$ cat src/rtl/mean_frame_ctrl_if.sv
// Sample-bank sequencing bus between mean_frame_ctrl and the RAM/accumulator datapath.
// The slave side is the controller; the master side is the source, the banks and the vote logic.
interface mean_frame_ctrl_if #(
  parameter int unsigned AW = 10,
  parameter int unsigned IW = 7
);
  logic          di_vld;
  logic          in_rdy;
  logic          wr_en;
  logic          wr_bank;
  logic [AW-1:0] wr_addr;
  logic          rd_en;
  logic          rd_bank;
  logic [AW-1:0] rd_addr;
  logic          acc_en;
  logic          acc_clr;
  logic          vote_strb;
  logic [IW-1:0] vote_idx;
  logic          frame_done;
  logic          busy;
  logic          ovf_err;

  modport master (
    output di_vld,
    input  in_rdy, wr_en, wr_bank, wr_addr, rd_en, rd_bank, rd_addr,
           acc_en, acc_clr, vote_strb, vote_idx, frame_done, busy, ovf_err
  );

  modport slave (
    input  di_vld,
    output in_rdy, wr_en, wr_bank, wr_addr, rd_en, rd_bank, rd_addr,
           acc_en, acc_clr, vote_strb, vote_idx, frame_done, busy, ovf_err
  );
endinterface

$ cat src/rtl/mean_frame_ctrl.sv
// Ping-pong frame sequencer for repetition (majority-vote) decoding: linear bank writes,
// interleaved read-out of all copies of each bit, accumulator strobes aligned to RAM latency.
module mean_frame_ctrl #(
  parameter int unsigned N_BITS = 96,
  parameter int unsigned N_REP  = 10,
  parameter int unsigned AW     = 10,
  parameter int unsigned IW     = 7
) (
  input  logic            clk,
  input  logic            rst,
  mean_frame_ctrl_if.slave bus
);

  localparam int unsigned FRAME = N_BITS * N_REP;
  localparam int unsigned RW    = (N_REP > 1) ? $clog2(N_REP) : 1;

  localparam logic [AW-1:0] LAST_ADDR = AW'(FRAME - 1);
  localparam logic [AW-1:0] STRIDE    = AW'(N_BITS);
  localparam logic [RW-1:0] REP_LAST  = RW'(N_REP - 1);
  localparam logic [IW-1:0] BIT_LAST  = IW'(N_BITS - 1);

  typedef enum logic [1:0] {IDLE, READ, DRAIN} state_t;

  state_t        state, state_n;
  logic [RW-1:0] rep, rep_n;
  logic [IW-1:0] k, k_n;
  logic [AW-1:0] rd_addr_n;
  logic          rd_en_n, frame_done_n, busy_n, rd_bank_n, drain_c;

  logic [AW-1:0] wr_cnt;
  logic          wr_sel, wr_sel_d;
  logic [1:0]    full, full_d;
  logic          accept_c, wr_last_c;

  // Bank occupancy: a bank turns full once its last address has actually been written.
  always_comb begin
    accept_c  = bus.di_vld & bus.in_rdy;
    wr_last_c = accept_c && (wr_cnt == LAST_ADDR);
    wr_sel_d  = wr_sel ^ wr_last_c;
    full_d    = full;
    if (bus.wr_en && (bus.wr_addr == LAST_ADDR)) full_d[bus.wr_bank] = 1'b1;
    if (drain_c) full_d[bus.rd_bank] = 1'b0;
  end

  // Write side: linear addressing into the bank currently being filled.
  always_ff @(posedge clk) begin
    if (rst) begin
      wr_cnt      <= '0;
      wr_sel      <= 1'b0;
      full        <= '0;
      bus.in_rdy  <= 1'b1;
      bus.wr_en   <= 1'b0;
      bus.wr_bank <= 1'b0;
      bus.wr_addr <= '0;
      bus.ovf_err <= 1'b0;
    end else begin
      full       <= full_d;
      wr_sel     <= wr_sel_d;
      bus.in_rdy <= !full_d[wr_sel_d];
      bus.wr_en  <= accept_c;
      if (accept_c) begin
        bus.wr_addr <= wr_cnt;
        bus.wr_bank <= wr_sel;
        wr_cnt      <= wr_last_c ? '0 : wr_cnt + AW'(1);
      end
      if (bus.di_vld && !bus.in_rdy) bus.ovf_err <= 1'b1;
    end
  end

  // Read FSM next state; rd_addr steps by N_BITS and reloads k+1 when rep wraps.
  always_comb begin
    state_n      = state;
    rep_n        = rep;
    k_n          = k;
    rd_addr_n    = bus.rd_addr;
    rd_en_n      = 1'b0;
    frame_done_n = 1'b0;
    rd_bank_n    = bus.rd_bank;
    drain_c      = 1'b0;
    case (state)
      IDLE: begin
        if (full[bus.rd_bank]) begin
          state_n   = READ;
          rd_en_n   = 1'b1;
          rep_n     = '0;
          k_n       = '0;
          rd_addr_n = '0;
        end
      end
      READ: begin
        if ((rep == REP_LAST) && (k == BIT_LAST)) begin
          state_n      = DRAIN;
          frame_done_n = 1'b1;
        end else begin
          rd_en_n = 1'b1;
          if (rep == REP_LAST) begin
            rep_n     = '0;
            k_n       = k + IW'(1);
            rd_addr_n = AW'(k_n);
          end else begin
            rep_n     = rep + RW'(1);
            rd_addr_n = bus.rd_addr + STRIDE;
          end
        end
      end
      DRAIN: begin
        state_n   = IDLE;
        drain_c   = 1'b1;
        rd_bank_n = ~bus.rd_bank;
      end
      default: state_n = IDLE;
    endcase
    busy_n = (state_n != IDLE);
  end

  always_ff @(posedge clk) begin
    if (rst) begin
      state          <= IDLE;
      rep            <= '0;
      k              <= '0;
      bus.rd_addr    <= '0;
      bus.rd_en      <= 1'b0;
      bus.rd_bank    <= 1'b0;
      bus.frame_done <= 1'b0;
      bus.busy       <= 1'b0;
    end else begin
      state          <= state_n;
      rep            <= rep_n;
      k              <= k_n;
      bus.rd_addr    <= rd_addr_n;
      bus.rd_en      <= rd_en_n;
      bus.rd_bank    <= rd_bank_n;
      bus.frame_done <= frame_done_n;
      bus.busy       <= busy_n;
    end
  end

  // Accumulator controls trail the read strobe by the RAM latency.
  always_ff @(posedge clk) begin
    if (rst) begin
      bus.acc_en    <= 1'b0;
      bus.acc_clr   <= 1'b0;
      bus.vote_strb <= 1'b0;
      bus.vote_idx  <= '0;
    end else begin
      bus.acc_en    <= bus.rd_en;
      bus.acc_clr   <= bus.rd_en && (rep == RW'(0));
      bus.vote_strb <= bus.rd_en && (rep == REP_LAST);
      bus.vote_idx  <= k;
    end
  end

endmodule

$ cat src/flat_wrapper.sv
// flat-port wrapper written by rule: the top's interface ports become plain ports
module mean_frame_ctrl_flat 
#(
  parameter int unsigned N_BITS = 96,
  parameter int unsigned N_REP  = 10,
  parameter int unsigned AW     = 10,
  parameter int unsigned IW     = 7
)
  (clk, rst, bus_di_vld, bus_in_rdy, bus_wr_en, bus_wr_bank, bus_wr_addr, bus_rd_en, bus_rd_bank, bus_rd_addr, bus_acc_en, bus_acc_clr, bus_vote_strb, bus_vote_idx, bus_frame_done, bus_busy, bus_ovf_err);
  mean_frame_ctrl_if #(.AW(AW), .IW(IW)) bus_i ();
  input  logic clk;
  input  logic rst;
  input wire logic [$bits(bus_i.di_vld)-1:0] bus_di_vld;
  output wire logic [$bits(bus_i.in_rdy)-1:0] bus_in_rdy;
  output wire logic [$bits(bus_i.wr_en)-1:0] bus_wr_en;
  output wire logic [$bits(bus_i.wr_bank)-1:0] bus_wr_bank;
  output wire logic [$bits(bus_i.wr_addr)-1:0] bus_wr_addr;
  output wire logic [$bits(bus_i.rd_en)-1:0] bus_rd_en;
  output wire logic [$bits(bus_i.rd_bank)-1:0] bus_rd_bank;
  output wire logic [$bits(bus_i.rd_addr)-1:0] bus_rd_addr;
  output wire logic [$bits(bus_i.acc_en)-1:0] bus_acc_en;
  output wire logic [$bits(bus_i.acc_clr)-1:0] bus_acc_clr;
  output wire logic [$bits(bus_i.vote_strb)-1:0] bus_vote_strb;
  output wire logic [$bits(bus_i.vote_idx)-1:0] bus_vote_idx;
  output wire logic [$bits(bus_i.frame_done)-1:0] bus_frame_done;
  output wire logic [$bits(bus_i.busy)-1:0] bus_busy;
  output wire logic [$bits(bus_i.ovf_err)-1:0] bus_ovf_err;
  assign bus_i.di_vld = bus_di_vld;
  assign bus_in_rdy = bus_i.in_rdy;
  assign bus_wr_en = bus_i.wr_en;
  assign bus_wr_bank = bus_i.wr_bank;
  assign bus_wr_addr = bus_i.wr_addr;
  assign bus_rd_en = bus_i.rd_en;
  assign bus_rd_bank = bus_i.rd_bank;
  assign bus_rd_addr = bus_i.rd_addr;
  assign bus_acc_en = bus_i.acc_en;
  assign bus_acc_clr = bus_i.acc_clr;
  assign bus_vote_strb = bus_i.vote_strb;
  assign bus_vote_idx = bus_i.vote_idx;
  assign bus_frame_done = bus_i.frame_done;
  assign bus_busy = bus_i.busy;
  assign bus_ovf_err = bus_i.ovf_err;
  mean_frame_ctrl #(.N_BITS(N_BITS), .N_REP(N_REP), .AW(AW), .IW(IW)) u_core (.clk(clk), .rst(rst), .bus(bus_i));
endmodule
$ cat config.mk
export PLATFORM = sky130hd
export DESIGN_NAME = mean_frame_ctrl_flat
export DESIGN_NICKNAME = d
export VERILOG_FILES = /design/src/rtl/mean_frame_ctrl_if.sv /design/src/rtl/mean_frame_ctrl.sv /design/src/flat_wrapper.sv
export SDC_FILE = /design/constraint.sdc
export NUM_CORES = 1
export LEC_CHECK = 0
export CAP_MARGIN = 30
export CORE_MARGIN = 5
export CORE_UTILIZATION = 65
export DETAILED_ROUTE_END_ITERATION = 10
export DONT_BUFFER_PORTS = 1
export PLACE_DENSITY = 0.88
export SLEW_MARGIN = 30
export SYNTH_ARGS = -nofsm -noshare
export SYNTH_HDL_FRONTEND = slang
export SYNTH_SLANG_ARGS = --single-unit
$ cat constraint.sdc
create_clock -name clk -period 4.04 [get_ports clk]
set_clock_uncertainty 0.2 [all_clocks]
set_input_delay 0.808 -clock clk [delete_from_list [all_inputs] [get_ports clk]]
set_output_delay 0.808 -clock clk [all_outputs]
set_load 0.01 [all_outputs]
; Word-level counts from Yosys, hierarchy flattened
; Cells that the tools add are included.
[classes]
n_addsub = 4
mul = 0
n_div = 0
order_cmp = 5
eq_ne = 9
shift = 0
muxes = 31
bitwise_logic = 7
reduce_logical = 17
[ops]
columns = operator, n
row1 = 10-bit 2-to-1 mux, 4
row2 = 7-bit 2-to-1 mux, 3
row3 = 10-bit == test (second input constant), 2
row4 = 10-bit case mux with 2 select lines, 1
row5 = 7-bit case mux with 2 select lines, 1
row6 = 4-bit 2-to-1 mux, 3
row7 = 10-bit by 1-bit adder with 10-bit output (second input constant), 1
row8 = 10-bit by 7-bit adder with 10-bit output (second input constant), 1
row9 = 1-bit 2-to-1 mux, 10
row10 = 1-bit logical AND, 8
row11 = 2-bit 2-to-1 mux, 4
row12 = 4-bit case mux with 2 select lines, 1
row13 = 7-bit by 1-bit adder with 7-bit output (second input constant), 1
row14 = 7-bit == test (second input constant), 1
row15 = 1-bit by 2-bit less-than comparator with 1-bit output (second input constant), 3
row16 = 4-bit by 1-bit adder with 4-bit output (second input constant), 1
row17 = 4-bit == test (second input constant), 1
row18 = 4-bit zero test, 1
row19 = 2-bit by 1-bit != test with 1-bit output (second input constant), 2
row20 = 2-bit case mux with 2 select lines, 1
row21 = 4-bit AND reduction, 1
row22 = 2-bit nonzero test, 2
row23 = 3-bit AND reduction, 1
row24 = 2-bit AND, 1
row25 = other kinds (14), 18
[word_totals]
reg_bits = 64
latchBits = 0
mem_bits_rw = 0
mem_bits_ro = 0
in_bits = 3
memories = 0

; Depth between registers and ports, before layout
; Gate-level depths: netlist of run 1.
[depth]
depth_word = 11
ltp_mapped = 8
ltp_nobuf = 6

; Least setup slack after synthesis of run 1
; OpenSTA, ideal clock, no wires.
[synth_timing]
path_kind = input-to-reg
from = input bus_di_vld
to = register u_core.bus.in_rdy
t_arrival_ns = 1.798
required_ns = 3.765
setup_slack_ns = 1.967
stages = 4
cell_sequence = nand2_1 -> nor4_4 -> mux2_2 -> o22ai_1
[synth_via]
elab_chain_len = 6
[synth_rtl]
columns = element, line_no
row1 = start: declaration, flat_wrapper.sv:13  ; input wire logic [$bits(bus_i.di_vld)-1:0] bus_di_vld;
row2 = 1-bit AND, mean_frame_ctrl.sv:37  ; accept_c = bus.di_vld & bus.in_rdy;
row3 = 1-bit logical AND, mean_frame_ctrl.sv:38  ; wr_last_c = accept_c && (wr_cnt == LAST_ADDR);
row4 = 1-bit bitwise XOR, mean_frame_ctrl.sv:39  ; wr_sel_d = wr_sel ^ wr_last_c;
row5 = 1-bit 2-to-1 mux (not written as such) (2 in series), mean_frame_ctrl.sv:59  ; bus.in_rdy <= !full_d[wr_sel_d];
row6 = 1-bit zero test, mean_frame_ctrl.sv:59
row7 = end signal: assignment, mean_frame_ctrl.sv:59
row8 = end: declaration, mean_frame_ctrl_if.sv:31  ; output in_rdy, wr_en, wr_bank, wr_addr, rd_en, rd_bank, rd_addr,
; Every way passes these cells. The select of a mux whose other input is x is not followed.
; A chain may end at the register's enable or synchronous reset.

; Final worst setup path of run 1
[layout_timing]
from = register u_core.bus.in_rdy
to = register u_core.bus.in_rdy
[layout_via]
elab_chain_len = 6
[layout_rtl]
columns = element, line_no
row1 = 1-bit AND, mean_frame_ctrl.sv:37
row2 = 1-bit logical AND, mean_frame_ctrl.sv:38
row3 = 1-bit bitwise XOR, mean_frame_ctrl.sv:39
row4 = 1-bit 2-to-1 mux (not written as such) (2 in series), mean_frame_ctrl.sv:59
row5 = 1-bit zero test, mean_frame_ctrl.sv:59
; Every way passes these cells. The select of a mux whose other input is x is not followed.

==> impl.org, run 1 <==
** Status
- Status :: finished, final reports clean

** Placed design
- Timing analysis after detailed placement gives a worst setup slack of 1.57 ns.
- Global placement routability congestion :: around 0.9
- Final HPWL from detailed placement :: 3.64 mm
- Input and output buffers added on the ports amount to 0.

** Finish
- The area growth from synthesis to layout is 11.1%.
- 0 antenna diodes ended up in the layout.
- Layout cells sized above 1 :: around 8.5%
- Area taken by flip-flops and latches :: 1280 sq um
- Multi-input logic area :: approximately 1200 sq um
- Cells fill between 70% and 80% of the core in the end.
- For this run, the post-layout net count is 298.
- After filler insertion, the fill cell instance count of the layout stands at a little under 300.

** GRT
- First-pass GRT wire length :: ~9 mm
- Maximum number of pins on one net before global-route repair :: 40
- Global routing usage summed across all routing layers :: 21.7%
- Summed over all layers, the global routing overflow is 0.
- Number of global-route vias before repair :: 1,977
- Number of antenna violations at the first check in global routing :: 0

** Clock network
- Clock transition time at the flip-flop clock pins of the worst setup and hold paths :: roughly 0.060 ns
- Post-CTS Repair Setup Buffers :: 0
- The cell sitting at the root of the clock tree is a sky130_fd_sc_hd__clkbuf_8.
- The later pin in the worst-skew pair is clocked with a latency of roughly 0.35 ns.
- CTS tree :: built
- Buffers inserted during clock tree synthesis total 9.
- Longest Clk Path Bufs :: 2
- Post-CTS Resized :: 0
- Hold-fix buffers at CTS :: 0
- Number of H-tree levels :: 3
- Counting every sink on the clock net gives 64.

** Routing
- Number of remaining DRC errors :: 0
- The final layout contains routed wiring with a total length of approximately 5.3 mm.
- The routed layout has 2,040 vias.
- Once detail routing completed, the nets flagged for antenna violations numbered 0.
- Wirelength per Cell :: ~15 microns
- Average via count per standard cell :: a little under 6
- In this run, the number of DRC markers left after iteration 0 of detailed routing was about 110.
- First-pass iteration count of the detailed router :: 4

** Min path
- The startpoint identified for the worst hold timing path is u_core.wr_sel.
- Number of instances on the worst hold path :: 2
- Min-delay worst type :: flop to flop
- Worst hold endpoint :: u_core.bus.wr_bank

** Worst setup path
- Crit path depth :: 4
- Number of cells traversed by the worst register-to-register path :: 4
- The worst setup path is captured at a flop.
- The critical path contains buffers and inverters numbering 0 combined.
- Worst Setup Start Kind :: flop
- Max stage delay on crit path :: about 0.48 ns
- Cell-by-cell trace of the critical path :: nand2_1 -> nor4_4 -> mux2_2 -> o22ai_1
- Arr. time, crit path :: 2.19 ns
- In this run the critical register-to-register path is captured at u_core.bus.in_rdy.
- The worst setup path is of the flop to flop kind.
- Among cell families on the critical path, the largest total delay comes from simple AND/OR/NAND/NOR gates.
- Internal reg-to-reg setup slack :: between 1.5 and 2 ns
- Critical path fanouts, max :: 18
- Highest-delay cell along the critical path :: sky130_fd_sc_hd__nor4_4
- Crit path required time :: approximately 4.1 ns
- In this run the critical register-to-register path is launched from u_core.bus.in_rdy.

** Logic synthesis
- After synthesis the cells add up to around 2600 sq um.
- Top cell type's share of synthesized area :: 49.0%
- For this run, the leading register cell type out of synthesis is sky130_fd_sc_hd__dfxtp_1.
- The cell count after synthesis came out at a little under 300.
- Proportion of synthesized chip area in sequential cells :: slightly below 50%
- Share of synthesized flip-flops with an asynchronous set or reset :: 0%
- Count of flip-flops with a built-in enable after synthesis :: 0
- After synthesis the netlist holds a flip-flop and latch count of between 60 and 70.
- By area the synthesized netlist is led by sky130_fd_sc_hd__dfxtp_1 49%, sky130_fd_sc_hd__nand2_1 5.5%, sky130_fd_sc_hd__a21oi_1 4.6%, sky130_fd_sc_hd__ha_1 2.9%, sky130_fd_sc_hd__nor2_1 2.7%.
- Number of distinct standard cells referenced by the synthesized netlist :: 53
- The number of nets handed over by synthesis was 298.
- A synthesized cell averages between 9 and 10 sq um.
- YS warnings :: 0
- Cell type with the largest total area after synthesis :: sky130_fd_sc_hd__dfxtp_1

** Power
- Static Leak :: around 1.2 nW
- Power spread over the standard cell area amounts to approximately 480 nW/um^2.
- Across the VDD grid, the largest voltage drop is a little under 300 uV.
- Power comes to about 1.4 mW.

** STA
- Final critical delay including setup and external delays :: between 2 and 2.5 ns
- Peak Freq :: approximately 470 MHz
- Count of endpoints failing setup in the final report :: 0
- The number of hold-slack violations in the final timing report came to 0.
- The worst pin sits at a relative slew slack of roughly 59%.
- Unrepaired setup endpoints after global routing :: no
- Adding up every negative setup slack in the final design gives 0 ns.
- The count of final max-slew check failures is 0.
- Worst setup slack after layout :: just under 2 ns
- Dividing the final minimum period by the clock period gives a little over half.
- For the pin with the worst max-slew slack, the measured transition is ~0.61 ns.

** Die
- The floorplan step defined a core boundary enclosing slightly below 4000 sq um.
- Die boundary height :: 73.4 microns
- Area enclosed by the die boundary :: 5390 sq um
- 41 I/O pins were placed.
- The floorplan has 23 rows.
- From left edge to right edge, the die measures roughly 73 microns.
- For this configuration, the core starts out at a cell density of 66.3%.

** Job
- # Max-Cap Violations :: 0
-- metal layers --
metal | part of all wire [%] | vias to the layer above | track usage (%)
met5 | 0 | - | 0
met1 | 41 | 949 | 24.6
li1 | - | 1014 | -
met4 | 2.0 | 0 | 11.5
met2 | 50 | 63 | 35.8
met3 | 6.5 | 14 | 7.25
-- power breakdown --
group          switching (mW)  internal, mW  leakage (nW)  total (mW)
registers             0.00470         0.634         0.516       0.639
clock network           0.239         0.489         0.130       0.728
logic                  0.0123       0.00469         0.510      0.0170
total                   0.256          1.13          1.16        1.38
-- through the flow --
step | instance area, sq um | std cells | hold slack (ns)
floorplan | 2620 | 289 | 0.251
global placement | 2640 | 328 | 0.273
detailed placement | 2640 | 328 | 0.285
CTS | 2910 | 344 | 0.295
global route | 2910 | 344 | 0.312
finish | 2910 | 344 | 0.296
-- worst min-delay path, delay by kind of cell (launching register included) --
| kind | cells | cell delay (ns) |
|---|---|---|
| AO/OA/AOI/OAI | 1 | 0.05 |
| flip-flops | 1 | 0.34 |
| AND/OR/NAND/NOR | 1 | 0.07 |
-- synthesized netlist by cell type (all sizes together), types with 4 or more instances --
cell    count
a21o        8
buf         4
nand4       4
nand2      38
clkbuf      8
nor2b       9
nor3        8
ha          6
xor2        8
nand3       8
o21ai       9
nor4        5
and3        4
or3         6
o211ai      5
dfxtp      64
a21oi      24
inv        13
nor2       19
-- cells in the final DEF, fill, tap and decap left out, types with 2 or more instances in the layout --
cell | Yosys | final
sky130_fd_sc_hd__a21o_1 | 8 | 8
sky130_fd_sc_hd__a21oi_1 | 24 | 24
sky130_fd_sc_hd__a22o_1 | 3 | 3
sky130_fd_sc_hd__a2bb2oi_1 | 2 | 2
sky130_fd_sc_hd__a31oi_1 | 2 | 2
sky130_fd_sc_hd__and2_1 | 3 | 3
sky130_fd_sc_hd__and3_1 | 3 | 3
sky130_fd_sc_hd__bufinv_16 | 0 | 4
sky130_fd_sc_hd__clkbuf_8 | 0 | 10
sky130_fd_sc_hd__dfxtp_1 | 64 | 64
sky130_fd_sc_hd__ha_1 | 6 | 6
sky130_fd_sc_hd__inv_1 | 13 | 13
sky130_fd_sc_hd__mux2_2 | 2 | 2
sky130_fd_sc_hd__nand2_1 | 38 | 38
sky130_fd_sc_hd__nand3_1 | 7 | 7
sky130_fd_sc_hd__nand4_1 | 4 | 4
sky130_fd_sc_hd__nand4b_1 | 2 | 2
sky130_fd_sc_hd__nor2_1 | 19 | 19
sky130_fd_sc_hd__nor2b_1 | 9 | 9
sky130_fd_sc_hd__nor3_1 | 8 | 8
sky130_fd_sc_hd__nor4_1 | 4 | 4
sky130_fd_sc_hd__o211ai_1 | 5 | 5
sky130_fd_sc_hd__o21ai_0 | 7 | 7
sky130_fd_sc_hd__o21ai_1 | 2 | 2
sky130_fd_sc_hd__o31ai_1 | 2 | 2
sky130_fd_sc_hd__or3_1 | 5 | 5
sky130_fd_sc_hd__or3b_1 | 2 | 2
sky130_fd_sc_hd__or4_1 | 2 | 2
sky130_fd_sc_hd__xnor2_1 | 2 | 2
sky130_fd_sc_hd__xor2_1 | 8 | 8
-- cell type report --
class	instances	share of cell area (%)
sequential	64	44.1
multi-input combinational	200	42.5
clock buffer	11	4.87
clock inverter	5	4.39
tap	50	2.15
inverter	13	1.68
timing repair buffer	1	0.258
-- how the worst max path moves through the flow --
stage                            startpoint                 to  slack, ns
final                     u_core.bus.in_rdy  u_core.bus.in_rdy       1.92
after CTS                 u_core.bus.in_rdy  u_core.bus.in_rdy       1.89
after global placement           bus_di_vld  u_core.bus.in_rdy       1.62
after global routing      u_core.bus.in_rdy  u_core.bus.in_rdy       1.71
after floorplan                  bus_di_vld  u_core.bus.in_rdy       1.97
after detailed placement         bus_di_vld  u_core.bus.in_rdy       1.57
-- registers in the layout, summed over array words and instances, names as in the netlist, 2 cells and up --
| name | count |
|---|---|
| u_core.k | 7 |
| u_core.bus.vote_idx | 7 |
| u_core.wr_cnt | 10 |
| u_core.bus.rd_addr | 10 |
| u_core.state | 2 |
| u_core.full | 2 |
| u_core.bus.wr_addr | 10 |
| u_core.rep | 4 |
-- cells by family after synthesis --
| group | Yosys count | share of synthesized area [%] |
|---|---|---|
| buffers and inverters | 25 | 3.73 |
| multiplexers | 2 | 0.861 |
| XOR/XNOR | 10 | 3.35 |
| flip-flops | 64 | 49.0 |
| AND/OR/NAND/NOR | 119 | 24.7 |
| adder cells (fa/ha/maj) | 6 | 2.87 |
| AO/OA/AOI/OAI | 63 | 15.5 |
(Power assumes the default switching activity.)
==> inputs of run 2 (changes only) <==
ABC_AREA = 1   (was default)
CORE_UTILIZATION = 56   (was 65)
PLACE_DENSITY = 0.81   (was 0.88)
clock period = 1.9 ns   (was 4.04 ns; I/O delays follow)
==> impl.org, run 2 <==
** Status
- Status :: finished, final reports clean

** Die
- Std cell rows :: 25
- DIE WIDTH :: about 80 microns
- For this configuration, the core starts out at a cell density of ~57%.
- The floorplan step defined a core boundary enclosing approximately 4700 sq um.
- Number of primary I/O pins :: between 40 and 50
- The die covers between 6000 and 7000 sq um.
- Die boundary height :: 79.6 microns

** Power
- The completed layout was analyzed and its total power is about 2.7 mW.
- Comb power frac :: approximately 2.5%
- Per report_power, the sequential group accounts for between 50% and 60% of the total.
- IR analysis of the VDD net gives a maximum drop of 498 uV.
- In this run the power density over the cells is 886 nW/um^2.
- Cell internal power was estimated by the tool at ~2.1 mW.
- Net switching is around 22% of the power.
- Fraction of power consumed by the clock network :: between 40% and 50%
- Static Leak :: roughly 1.3 nW
- Summed over all nets, the switching power comes to just under 0.6 mW.

** Routing
- For this block, the routed nets add up to about 5.8 mm of wire.
- Summing over every cut layer, the via total after detailed routing is approximately 2,300.
- Average via count per standard cell :: around 5.3
- Number of remaining DRC errors :: 0
- Dividing the detail-routed wire length by the instance count gives 13.5 microns.
- The first detailed-routing pass ran for 6 iterations.
- Number of nets still failing antenna checks after routing :: 0
- DRT iter0 DRCs :: just under 200

** Finish
- Layout cells sized above 1 :: 13.6%
- Highest-count cells in the layout ignoring fill and taps :: 71 x sky130_fd_sc_hd__nand2_1, 63 x sky130_fd_sc_hd__dfxtp_1, 41 x sky130_fd_sc_hd__nor2_1
- Leaving out fill and tap cells, the most frequent cell in the layout is sky130_fd_sc_hd__nand2_1.
- Relative to the synthesized area, the layout overhead comes to 14.0%.
- Number of nets in the final layout :: between 300 and 400
- In the final layout, the registers with the most flip-flops are u_core.bus.rd_addr: 10 flops, u_core.bus.wr_addr: 10 flops, u_core.wr_cnt: 10 flops.
- The number of antenna diodes in the final layout is 0.
- The layout has between 300 and 400 filler cells.
- Multi-input logic area :: around 1200 sq um
- Area taken by flip-flops and latches :: 1280 sq um

** Worst setup path
- Data on the critical path arrives at its endpoint at 1.82 ns.
- The critical path ends at u_core.bus.rd_addr[6].
- In this run the critical register-to-register path is captured at u_core.bus.rd_addr[6].
- Crit path required time :: 1.96 ns
- Max stage delay on crit path :: ~0.40 ns
- Measured in cells, the most critical reg-to-reg path has a length of 8.
- The critical path in this run is classified as flop to flop.
- Worst Setup Start Kind :: flop
- Internal reg-to-reg setup slack :: around 0.14 ns
- Startpoint of the lowest-slack register-to-register path :: u_core.k[1]
- The signal on the critical path passes through ha_2 -> nand3_2 -> nor2_2 -> nand3_1 -> nand2_2 -> buf_4 -> nand2_1 -> a21oi_1.
- On the critical path, the stage with the largest delay is an instance of sky130_fd_sc_hd__dfxtp_1.
- In this run the worst setup path begins at u_core.k[1].
- Along the worst path, the maximum fanout reaches 10.
- Endpoint kind of the worst setup timing path :: flop

** GRT
- Entering global routing, the biggest net connects 22 pins.
- First-pass GRT wire length :: slightly below 10 mm
- Total gr overflow :: 0
- Number of antenna violations at the first check in global routing :: 0
- The number of global-route vias before repair was about 2,100.
- Global routing usage summed across all routing layers :: between 10% and 20%

** STA
- At the pin with the least slew margin, the transition time is around 0.89 ns.
- For this run, the top clock speed supported by timing is 567 MHz.
- Final critical delay including setup and external delays :: 1.76 ns
- Tcrit/Tclk final :: roughly 90%
- Count of endpoints failing setup in the final report :: 0
- Unrepaired setup endpoints after global routing :: no
- The count of final max-slew check failures was 0.
- Max-slew headroom at the worst pin :: 40.9%
- Number of hold violations in the final report :: 0
- Adding up every negative setup slack in the final design gives 0 ns.

** Logic synthesis
- Counting distinct cell types in the post-synthesis netlist gives 30.
- Top cell type's share of synthesized area :: between 40 and 50%
- Biggest area contributors in the synthesized netlist :: sky130_fd_sc_hd__dfxtp_1 47%, sky130_fd_sc_hd__nand2_1 9.8%, sky130_fd_sc_hd__nor2_1 5.7%, sky130_fd_sc_hd__inv_1 5.0%, sky130_fd_sc_hd__nand3_1 4.8%
- After synthesis, the mean cell area works out to 7.85 sq um.
- The most common cell in the synthesized netlist is sky130_fd_sc_hd__nand2_1.
- In this run, synthesis inferred 0 flip-flops with an integrated enable.
- Cell type with the largest total area after synthesis :: sky130_fd_sc_hd__dfxtp_1
- After technology mapping, the gate count stands at roughly 350.
- Most frequent cells after synthesis :: 71 x sky130_fd_sc_hd__nand2_1, 64 x sky130_fd_sc_hd__dfxtp_1, 41 x sky130_fd_sc_hd__nor2_1
- YS warnings :: 0
- The synthesized netlist occupies a cell area of between 2000 and 3000 sq um.
- Synthesized flop and latch total :: 64
- Synthesis produced a netlist with a net count of 355.
- For this run, asynchronously set or reset flops after synthesis account for 0%.
- Among all flip-flop cells after synthesis, the most frequent one is sky130_fd_sc_hd__dfxtp_1.
- Proportion of synthesized chip area in sequential cells :: 47.2%

** Placed design
- Global placement routability congestion :: ~0.8
- In this run the tool buffered the top-level ports with 0 buffer cells.
- Final HPWL from detailed placement :: between 3 and 4 mm

** Clock network
- Number of clock buffers inserted by TritonCTS :: 9
- Root Buffer Master :: sky130_fd_sc_hd__clkbuf_8
- Number of H-tree levels :: 3
- Clock latency on the worst-skew pair :: 0.34 ns
- Clock transition time at the flip-flop clock pins of the worst setup and hold paths :: around 0.07 ns
- CTS tree :: built
- Longest Clk Path Bufs :: 2
- Post-CTS Repair Setup Buffers :: 0
- The clock drives 64 sinks.

** Job
- The tool flagged a number of max-cap violations equal to 0.

** Min path
- Min-delay worst type :: input port to flop
- In this run the most critical hold path is launched from bus_di_vld.
==> run 2: cell types whose count changed after synthesis, sizes merged, moves of 5 or more <==
cell    delta
a21o       -8
nor2b      -9
nand4      +5
or3        -6
nand2     +42
o211ai     -5
nor2      +25
nor4       -5
inv       +24
nand3     +27
==> run 2: worst min-delay path by stage <==
stage	end	slack, ns	cells after the start
after detailed placement	u_core.bus.rd_bank	0.26	1
final	u_core.bus.wr_bank	0.24	3
after global routing	u_core.wr_cnt[6]	0.27	4
after floorplan	u_core.bus.vote_idx[1]	0.24	2
after global placement	u_core.bus.rd_addr[7]	0.25	1
after CTS	u_core.bus.wr_bank	0.24	3
==> run 2: timing repair <==
| item | CTS | global route |
|---|---|---|
| resized for setup | 0 | 3 |
| hold buffers | 9 | 0 |
| hold endpoints to repair | 29 | 0 |
| setup endpoints to repair | 0 | 12 |
==> run 2: kinds of logic after synthesis <==
group / share of synthesized area, %
and+or+nand+nor: 32.2
DFF: 47.2
buffers and inverters: 7.70
AOI/OAI and AO/OA: 7.28
xor gates and xnor gates: 2.90
adders and majority gates: 2.76
==> run 2: metrics by stage <==
stage	util (%)	hold WS, ns	instance area (sq um)	worst slack, ns	std cells
after global placement	58.8	0.253	2780	0.187	409
after detailed placement	58.8	0.255	2780	0.134	409
after CTS	65.4	0.236	3090	0.0321	434
after floorplan	-	0.244	2720	0.341	346
after global routing	65.5	0.266	3100	0.00862	434
final	65.5	0.239	3100	0.138	434
==> run 2: routing by layer <==
layer  global-route usage, %  routed length (microns)
met1                    25.7                     2660
met5                       0                        0
met4                    7.73                      131
met2                    31.0                     2660
met3                    5.76                      394
==> run 2: power by group through the flow <==
| stage | clock [mW] | combinational, mW | sequential [mW] |
|---|---|---|---|
| final | 1.30 | 0.0672 | 1.38 |
| after floorplan | 0 | 0.0482 | 1.40 |
| after detailed placement | 0 | 0.0538 | 1.41 |
| after CTS | 1.31 | 0.0662 | 1.38 |
| after global placement | 0 | 0.0531 | 1.41 |
| after global routing | 1.38 | 0.0743 | 1.38 |
==> run 2: critical path, delay by kind of cell, from the launching register on <==
kind | cells | cell delay [ns]
adder cells (fa/ha/maj) | 1 | 0.25
flip-flops | 1 | 0.40
AND/OR/NAND/NOR | 5 | 0.50
AO/OA/AOI/OAI | 1 | 0.15
buffers and inverters | 1 | 0.16
==> run 2: cell type report <==
type                    count  share of cell area [%]
clock inverters             6                    2.67
clock buffers              10                    4.45
inverters                  38                    4.65
repair buffers             15                    4.45
multi-input cells         234                    39.7
well taps                  67                    2.71
flip-flops and latches     64                    41.4
